### src/rtl/addr_source_sequencer.sv
`default_nettype none
// ---------------------------------------------------------------------------
// addr_source_sequencer : per-mode operand-addressing sequencer for the 4:1
// address-bus mux (Sel/Enable, PC-increment and ADL/ADH strobes).  Rev 1.0
// ---------------------------------------------------------------------------
module addr_source_sequencer (
  input  logic       GlobalClock,
  input  logic       Reset_n,
  input  logic       Start,
  input  logic [2:0] Mode,
  input  logic       Ready,
  input  logic       Page_Cross,
  output logic       Busy,
  output logic       Done,
  output logic       Bad_Mode,
  output logic       Mux_Enable,
  output logic [1:0] Mux_Sel,
  output logic       PC_Inc,
  output logic       Load_ADL,
  output logic       Load_ADH,
  output logic [2:0] Step
);

  localparam logic [2:0] MODE_IMM     = 3'd0;
  localparam logic [2:0] MODE_ZP      = 3'd1;
  localparam logic [2:0] MODE_ABS     = 3'd2;
  localparam logic [2:0] MODE_ABS_IDX = 3'd3;
  localparam logic [2:0] MODE_STACK   = 3'd4;

  localparam logic [1:0] SEL_PC = 2'b00;
  localparam logic [1:0] SEL_EA = 2'b01;
  localparam logic [1:0] SEL_ZP = 2'b10;
  localparam logic [1:0] SEL_SP = 2'b11;

  typedef enum logic [0:0] {
    IDLE = 1'b0,
    RUN  = 1'b1
  } state_t;

  state_t     state;
  logic [2:0] step;
  logic [2:0] mode_q;
  logic       done_q;
  logic       bad_q;

  logic       reserved;
  logic       last_step;
  logic [1:0] sel;
  logic       inc;
  logic       ladl;
  logic       ladh;
  logic       busy;

  // Step table: Sel and raw strobes from (latched mode, step); Page_Cross only
  // matters in ABS_IDX s2, where it both loads ADH and extends the sequence.
  always_comb begin
    sel       = SEL_PC;
    inc       = 1'b0;
    ladl      = 1'b0;
    ladh      = 1'b0;
    last_step = 1'b1;
    reserved  = (mode_q > MODE_STACK);
    case (mode_q)
      MODE_IMM: inc = 1'b1;
      MODE_ZP: begin
        if (step == 3'd0) begin
          inc       = 1'b1;
          ladl      = 1'b1;
          last_step = 1'b0;
        end else begin
          sel = SEL_ZP;
        end
      end
      MODE_ABS, MODE_ABS_IDX: begin
        case (step)
          3'd0: begin
            inc       = 1'b1;
            ladl      = 1'b1;
            last_step = 1'b0;
          end
          3'd1: begin
            inc       = 1'b1;
            ladh      = 1'b1;
            last_step = 1'b0;
          end
          3'd2: begin
            sel = SEL_EA;
            if (mode_q == MODE_ABS_IDX && Page_Cross) begin
              ladh      = 1'b1;
              last_step = 1'b0;
            end
          end
          default: sel = SEL_EA;
        endcase
      end
      MODE_STACK: sel = SEL_SP;
      default: ;
    endcase
  end

  always_ff @(posedge GlobalClock or negedge Reset_n) begin
    if (!Reset_n) begin
      state  <= IDLE;
      step   <= 3'd0;
      mode_q <= 3'd0;
      done_q <= 1'b0;
      bad_q  <= 1'b0;
    end else begin
      done_q <= 1'b0;
      bad_q  <= 1'b0;
      case (state)
        IDLE: begin
          step <= 3'd0;
          if (Start) begin
            state  <= RUN;
            mode_q <= Mode;
          end
        end
        RUN: begin
          if (Ready) begin
            if (last_step) begin
              state  <= IDLE;
              step   <= 3'd0;
              done_q <= 1'b1;
              bad_q  <= reserved;
            end else begin
              step <= step + 3'd1;
            end
          end
        end
        default: state <= IDLE;
      endcase
    end
  end

  assign busy       = (state == RUN);
  assign Busy       = busy;
  assign Done       = done_q;
  assign Bad_Mode   = bad_q;
  assign Mux_Enable = busy & ~reserved;
  assign Mux_Sel    = busy ? sel : SEL_PC;
  assign PC_Inc     = busy & Ready & inc;
  assign Load_ADL   = busy & Ready & ladl;
  assign Load_ADH   = busy & Ready & ladh;
  assign Step       = step;

endmodule
`default_nettype wire

### config.mk
export PLATFORM = sky130hd
export DESIGN_NAME = addr_source_sequencer
export DESIGN_NICKNAME = d
export VERILOG_FILES = /design/src/rtl/addr_source_sequencer.sv
export SDC_FILE = /design/constraint.sdc
export NUM_CORES = 1
export LEC_CHECK = 0
export BUFFER_PORTS_ARGS = -buffer_cell sky130_fd_sc_hd__buf_2
export CORE_AREA = 4 4 41 43
export DETAILED_ROUTE_END_ITERATION = 8
export DIE_AREA = 0 0 45 47
export PLACE_DENSITY_LB_ADDON = 0.3
export SLEW_MARGIN = 10
export SYNTH_ARGS = -nofsm -noshare
export SYNTH_HDL_FRONTEND = slang
export SYNTH_SLANG_ARGS = --single-unit
### constraint.sdc
create_clock -name GlobalClock -period 2.03 [get_ports GlobalClock]
set_input_delay 0.406 -clock GlobalClock [delete_from_list [all_inputs] [get_ports GlobalClock]]
set_output_delay 0.406 -clock GlobalClock [all_outputs]
set_load 0.1 [all_outputs]
-- Word level (Yosys, flattened, before mapping)
Cells that the tools add are included.
- add/subtract/negate cells: 1
- $lt $le $gt $ge: 1
- equal/unequal tests: 7
- muxes and demuxes: 28
- bitwise logic cells: 7
- reduce and logical (&&, ||, !) cells: 7
- operators by type and width (operator ; number):
    $mux 1 ; 17
    $eq 3x2->1 const B ; 3
    $pmux 1 s2 ; 4
    $eq 3x1->1 const B ; 2
    $logic_not 3->1 ; 2
    $mux 3 ; 2
    $pmux 2 s3 ; 1
    $pmux 3 s2 ; 1
    $and 1x1->1 ; 5
    $mux 2 ; 2
    $reduce_or 2->1 ; 2
    $add 3x1->3 const B ; 1
    $eq 3x3->1 const B ; 1
    $gt 3x3->1 const B ; 1
    $pmux 1 s3 ; 1
    $reduce_or 3->1 ; 1
    $ne 2x2->1 const B ; 1
    $not 1->1 ; 2
    $reduce_and 2->1 ; 1
    $logic_and 1x1->1 ; 1
- register bits after elaboration: 9
- bits of input ports: 8
- logic and storage cells: 56

-- Logic depth before layout (Yosys ltp)
Gate-level depths: netlist of the first run.
- depth in word-level cells: 8
- gate-level depth with buffers: 6
- gate-level depth less buffers: 6

-- Worst setup path before layout of the first run
No wires, ideal clock.
- path type: register -> output
- from: register step[0] (netlist: Step[0])
- to: output Mux_Sel[1]
- arrival time: 3958 ps
- slack: -2334 ps
- stages on the path, launching flop included: 7
- path buffers: 0
- path through: dfrtp_1 -> inv_1 -> ha_1 -> and2b_2 -> nor3_1 -> a21oi_1 -> nor3b_1
- word-level cells in the longest chain between the ends: 4
- ends and longest elaborated chain (what ; RTL line ; RTL):
    from (decl) ; 41 ; logic [2:0] step;
    from (signal assigned) ; 127 ; step <= step + 3'd1;
    $logic_not 3->1 ; 66 ; if (step == 3'd0) begin
    $mux 2 ; 66 ;
    $pmux 2 s3 ; 63 ; case (mode_q)
    $mux 2 ; 141 ; assign Mux_Sel = busy ? sel : SEL_PC;
    to (decl) ; 17 ; output logic [1:0] Mux_Sel,
Every way passes these cells.

-- Worst setup path in the final report of the first run
Ends and elaborated chain as after synthesis.

==> flow_summary.json, run 1 <==
{
  "die_w_um": 45,
  "die_h_um": 47,
  "grt_pass1_vias": 599,
  "start_util_pct": 44.7,
  "num-fill-cells": 102,
  "synth_warnings": 0,
  "num_antenna_cells": 0,
  "cts_buffers": 3,
  "outcome": "finished with violations",
  "rsz0062_at_grt": "true",
  "wl_mm": 1.41,
  "ios": 20,
  "grt_max_degree": 12,
  "core-area_um2": 1300,
  "path_clk_slew_ns": 0.06,
  "path_max_fanout": 4,
  "timing.final.crit_share_pct": 104,
  "place.gp.congestion": 0.742,
  "fin_worst_skew_ns": 0.00705,
  "ant_nets": 0,
  "seqCellArea_um2": 240,
  "finalSetupViolCount": 4,
  "yosysTopAreaCellShare_pct": 38.7,
  "slew_viol_final": 0,
  "num-nets-final": 102,
  "grt_pass1_wl_mm": 2.51,
  "cp-end-kind": "output port",
  "synth_area_leader_cell": "dfrtp_1",
  "timing.hold.ws_ns": 0.357,
  "hold_viol": 0,
  "grt.total_usage_pct": 16.7,
  "vias": 565,
  "overflow": 0,
  "rows": 13,
  "hpwl_mm": 1.14,
  "worstMarginPinSlew_ns": 0.499,
  "critPathArrivalTime_ns": 1.70,
  "dr.pass1.iters": 2,
  "die-area_um2": 2120,
  "cts_buffer_depth": 2,
  "synth.avg_cell_area_um2": 9.09,
  "ys_async_sr_fraction_pct": 100,
  "min_period_ns": 2.10,
  "drv_cap": 0,
  "place_area_um2": 868,
  "wire_per_inst_um": 13.6,
  "antenna_found_initial": 0,
  "port_buffers": 19,
  "area_growth_pct": 59.4,
  "clk_latency_ns": 0.25,
  "synth.cells.most_frequent": "9 x dfrtp_1, 9 x nor2_1, 4 x ha_1, 4 x inv_1, 4 x nand2_1",
  "crit_type": "reg2out",
  "netlist_instances": 64,
  "dr.first_iter.drc_count": 6,
  "drive_gt1_share_pct": 56.2,
  "fmax_mhz": 475,
  "ys_seq_area_share_pct": 38.7,
  "clock_sinks": 9,
  "failed_checks": "negative setup slack",
  "syn_nets": 76,
  "synth_area_um2": 582,
  "hold_class": "in2reg",
  "relSlewSlack_pct": 67.0,
  "synth_area_leaders": "dfrtp_1 39%, ha_1 8.6%, nor2_1 5.8%",
  "synth_ff_type": "dfrtp_1",
  "crit_required_ns": 1.62,
  "fin_ws_ns": -0.0737,
  "drc": 0,
  "viasPerCell": 5.43,
  "cts-root-buf": "clkbuf_4",
  "tritoncts": "built",
  "start_kind": "flop",
  "multi_input_area_um2": 417,
  "synth_edf_count": 0,
  "design_area_um2": 927,
  "h-tree-depth": 1,
  "synth_cell_types": 27,
  "synth.ff_latch_count": 9
}
[what timing repair did]
item | 4_1_cts | 5_1_grt
resized for setup | 0 | 2
endpoints found under the hold margin | 9 | 0
hold buffers | 1 | 0
pin swaps | 1 | 0
setup endpoints to repair | 3 | 6
buffers inserted | 1 | 1
[sequential cells by signal, indices dropped and copies added (netlist names)]
name / count
Bad_Mode: 1
Busy: 1
Done: 1
Step: 3
mode_q: 3
[layout by cell type, fill, tap and decap left out, types with 3 or more instances in the layout]
master / count
nand2_1: 4
dfrtp_4: 4
clkbuf_4: 4
nor2_1: 7
buf_12: 5
o21ai_0: 3
dfrtp_1: 5
buf_4: 3
buf_2: 13
[cells by family (layout without fill, tap and decap cells)]
| group | Yosys count | in the layout | synth area share [%] |
|---|---|---|---|
| DFF | 9 | 9 | 38.7 |
| and+or+nand+nor | 30 | 30 | 29.2 |
| muxes | 1 | 1 | 1.94 |
| AOI/OAI and AO/OA | 14 | 14 | 17.6 |
| adders and majority gates | 4 | 4 | 8.60 |
| buffers and inverters | 6 | 31 | 3.87 |
[worst paths after layout]
kind	startpoint	end	slack, ns	cells past startpoint
worst max-delay path	Step[0]	Mux_Sel[1]	-0.07	7
worst min-delay path	Mode[0]	mode_q[0]	0.36	3
worst max register to register	Step[0]	Step[1]	0.29	5
worst min register to register	mode_q[1]	mode_q[1]	0.61	1
max in group asynchronous	Reset_n	Step[1]	1.28	2
min in group asynchronous	Reset_n	mode_q[0]	0.54	2
[metrics by stage]
step | setup TNS (ns) | std cells | setup WS, ns | util (%)
3_3_place_gp | 0 | 97 | 0.182 | 66.7
5_1_grt | -0.445 | 104 | -0.158 | 71.3
6_report | -0.131 | 104 | -0.0737 | 71.3
4_1_cts | -0.248 | 103 | -0.0964 | 70.1
2_1_floorplan | -0.958 | 64 | -0.463 | -
3_5_place_dp | 0 | 97 | 0.140 | 66.7
[worst max-delay path: stages, from the launching register on]
cell     delay (ns)
dfrtp_4        0.44
inv_4          0.05
ha_4           0.16
and2b_2        0.20
nor3_2         0.12
a21oi_2        0.06
nor3b_4        0.21
buf_12         0.20
[routing by layer]
layer  wire (µm)  up-vias  track usage [%]
met4          17        0             11.1
met3          69        2             3.83
met1         599      271             18.9
li1            -      279                -
met2         728       13             28.0
met5           0        -                0
[layout make-up]
class	instances	share of cell area, %
clock buffer	4	2.83
inverter	4	2.16
multi-input combinational	49	44.9
sequential	9	25.9
tap	15	2.02
timing repair buffer	23	22.1
Power of run 1 is left out: the tool's default activity adds up to more than one toggle a clock period on the data nets, which glitch-free logic cannot reach.
==> run 2: changes to the inputs <==
--- a/config.mk
+++ b/config.mk
@@ -6,9 +6,9 @@
 export NUM_CORES = 1
 export LEC_CHECK = 0
 export BUFFER_PORTS_ARGS = -buffer_cell sky130_fd_sc_hd__buf_2
-export CORE_AREA = 4 4 41 43
+export CORE_MARGIN = 4
+export CORE_UTILIZATION = 35
 export DETAILED_ROUTE_END_ITERATION = 8
-export DIE_AREA = 0 0 45 47
 export PLACE_DENSITY_LB_ADDON = 0.3
 export SLEW_MARGIN = 10
 export SYNTH_ARGS = -nofsm -noshare
==> run 2 against run 1 <==
  * The run still ends with negative setup slack left
  * Worst setup slack got worse by 0.025 ns
  * Register-to-register slack got worse by 0.06 ns
  * Count of clock-buffer cells in the layout did not move
  * Critical endpoint unchanged
  * Largest cell class unchanged
==> flow_summary.json, run 2 (same netlist as run 1, synthesis figures left out) <==
{
  "rows": 14,
  "hold_class": "in2reg",
  "vias": 578,
  "die_w_um": 48.8,
  "crit_required_ns": 1.62,
  "port_buffers": 19,
  "fin_worst_skew_ns": 0.00484,
  "start_kind": "flop",
  "ios": 20,
  "layout_commonest_cell": "buf_2",
  "fin_cells": 108,
  "top_usage_layer": "met2",
  "dr.pass1.iters": 4,
  "path_max_fanout": 4,
  "tritoncts": "built",
  "grt_pass1_wl_mm": 2.42,
  "overflow": 0,
  "timing.final.crit_share_pct": 105,
  "cp-end-kind": "output port",
  "wl_mm": 1.52,
  "met1_usage_pct": 14.3,
  "core-area_um2": 1540,
  "ant_nets": 0,
  "critPathArrivalTime_ns": 1.72,
  "drc": 0,
  "viasPerCell": 5.35,
  "finalSetupViolCount": 4,
  "place.gp.congestion": 0.844,
  "area_growth_pct": 67.1,
  "slew_viol_final": 0,
  "outcome": "finished with violations",
  "cts_buffers": 3,
  "start_util_pct": 37.7,
  "multi_input_area_um2": 440,
  "cp_num_buf_inv": 2,
  "num_antenna_cells": 0,
  "fin_util_pct": 63.1,
  "dr.first_iter.drc_count": 4,
  "design_area_um2": 972,
  "drv_cap": 0,
  "cpPeakStageDelay_ns": 0.43,
  "slowest_stage": "dfrtp_4",
  "mostFrequentLayoutCells": "14 x buf_2, 7 x nor2_1, 5 x buf_12, 5 x buf_4",
  "h-tree-depth": 1,
  "fmax_mhz": 470,
  "num-nets-final": 105,
  "path_clk_slew_ns": 0.06,
  "num-fill-cells": 138,
  "clock_sinks": 9,
  "cp_top_family": "simple AND/OR/NAND/NOR gates",
  "pre_cts_ws_ns": 0.159,
  "worstMarginPinSlew_ns": 0.490,
  "dp_cells": 98,
  "min_period_ns": 2.13,
  "met3_usage_pct": 3.67,
  "failed_checks": "negative setup slack",
  "place_area_um2": 870,
  "crit_type": "reg2out",
  "worstPathCellList": "inv_4 > ha_4 > and2b_2 > nor3_4 > a21oi_2 > nor3b_4 > buf_12",
  "clk_latency_ns": 0.25,
  "cts-root-buf": "clkbuf_4",
  "die_h_um": 48.8,
  "wire_per_inst_um": 14.1,
  "rsz0062_at_grt": "true",
  "seqCellArea_um2": 243,
  "grt.total_usage_pct": 12.5,
  "hold_viol": 0,
  "fin_ws_ns": -0.0983,
  "die-area_um2": 2380,
  "grt_use_met2_pct": 22.0,
  "drive_gt1_share_pct": 60.9,
  "antenna_found_initial": 0,
  "hpwl_mm": 1.08,
  "grt_pass1_vias": 562,
  "cts_buffer_depth": 2,
  "relSlewSlack_pct": 67.6,
  "grt_max_degree": 12
}
[run 2: cell types whose count changed in the layout (fill, tap and decap cells not counted)]
| cell | before | now |
|---|---|---|
| buf_4 | 3 | 5 |
| buf_2 | 13 | 14 |
| dfrtp_1 | 5 | 3 |
| a21oi_4 | 0 | 1 |
| nor3b_2 | 1 | 0 |
| clkbuf_2 | 0 | 1 |
| a21oi_1 | 1 | 0 |
| nor3_4 | 0 | 1 |
| nor3_2 | 1 | 0 |
| dfrtp_2 | 0 | 2 |
| clkbuf_4 | 4 | 3 |
| nor3b_4 | 2 | 3 |
[run 2: metal layers]
layer | part of all wire (%) | vias up
met5 | 0 | -
met4 | 0.39 | 0
met3 | 5.1 | 2
li1 | - | 284
met2 | 52 | 11
met1 | 43 | 281
[run 2: final timing paths]
check | startpoint | slack (ns) | depth (start not counted) | to
hold reg to reg | mode_q[1] | 0.64 | 1 | mode_q[1]
setup reg to reg | Step[1] | 0.23 | 5 | Step[1]
hold / removal | Mode[0] | 0.36 | 3 | mode_q[0]
max in group asynchronous | Reset_n | 1.29 | 2 | Step[0]
setup / recovery | Step[0] | -0.1 | 7 | Mux_Sel[1]
min in group asynchronous | Reset_n | 0.54 | 2 | Bad_Mode
[run 2: final cells by class]
class	count	share of cell area, %
Inverter	4	2.06
Sequential cell	9	25.0
Timing Repair Buffer	26	22.9
Multi-Input combinational cell	49	45.3
Tap cell	16	2.06
Clock buffer	4	2.70
[run 2: worst reg2reg max path, delay by kind of cell (launching register included)]
family	cells	cell delay, ns
AOI/OAI and AO/OA	1	0.25
adders and majority gates	1	0.18
buffers and inverters	1	0.15
DFF	1	0.50
and+or+nand+nor	2	0.61
[run 2: stage by stage]
stage | TNS [ns] | hold WS [ns]
after detailed placement | 0 | 0.268
after global routing | -0.465 | 0.360
final | -0.151 | 0.365
after global placement | 0 | 0.264
after floorplan | -0.958 | 0.110
after CTS | -0.186 | 0.363
[run 2: timing repair]
action / 4_1_cts / 5_1_grt
gates resized for setup: 0 / 7
pin swaps: 2 / 4
cloned: 0 / 0
setup endpoints to repair: 3 / 5
hold endpoints to repair: 9 / 0
setup buffers: 1 / 4
hold buffers: 1 / 0
Power of run 2 is left out for the same reason.
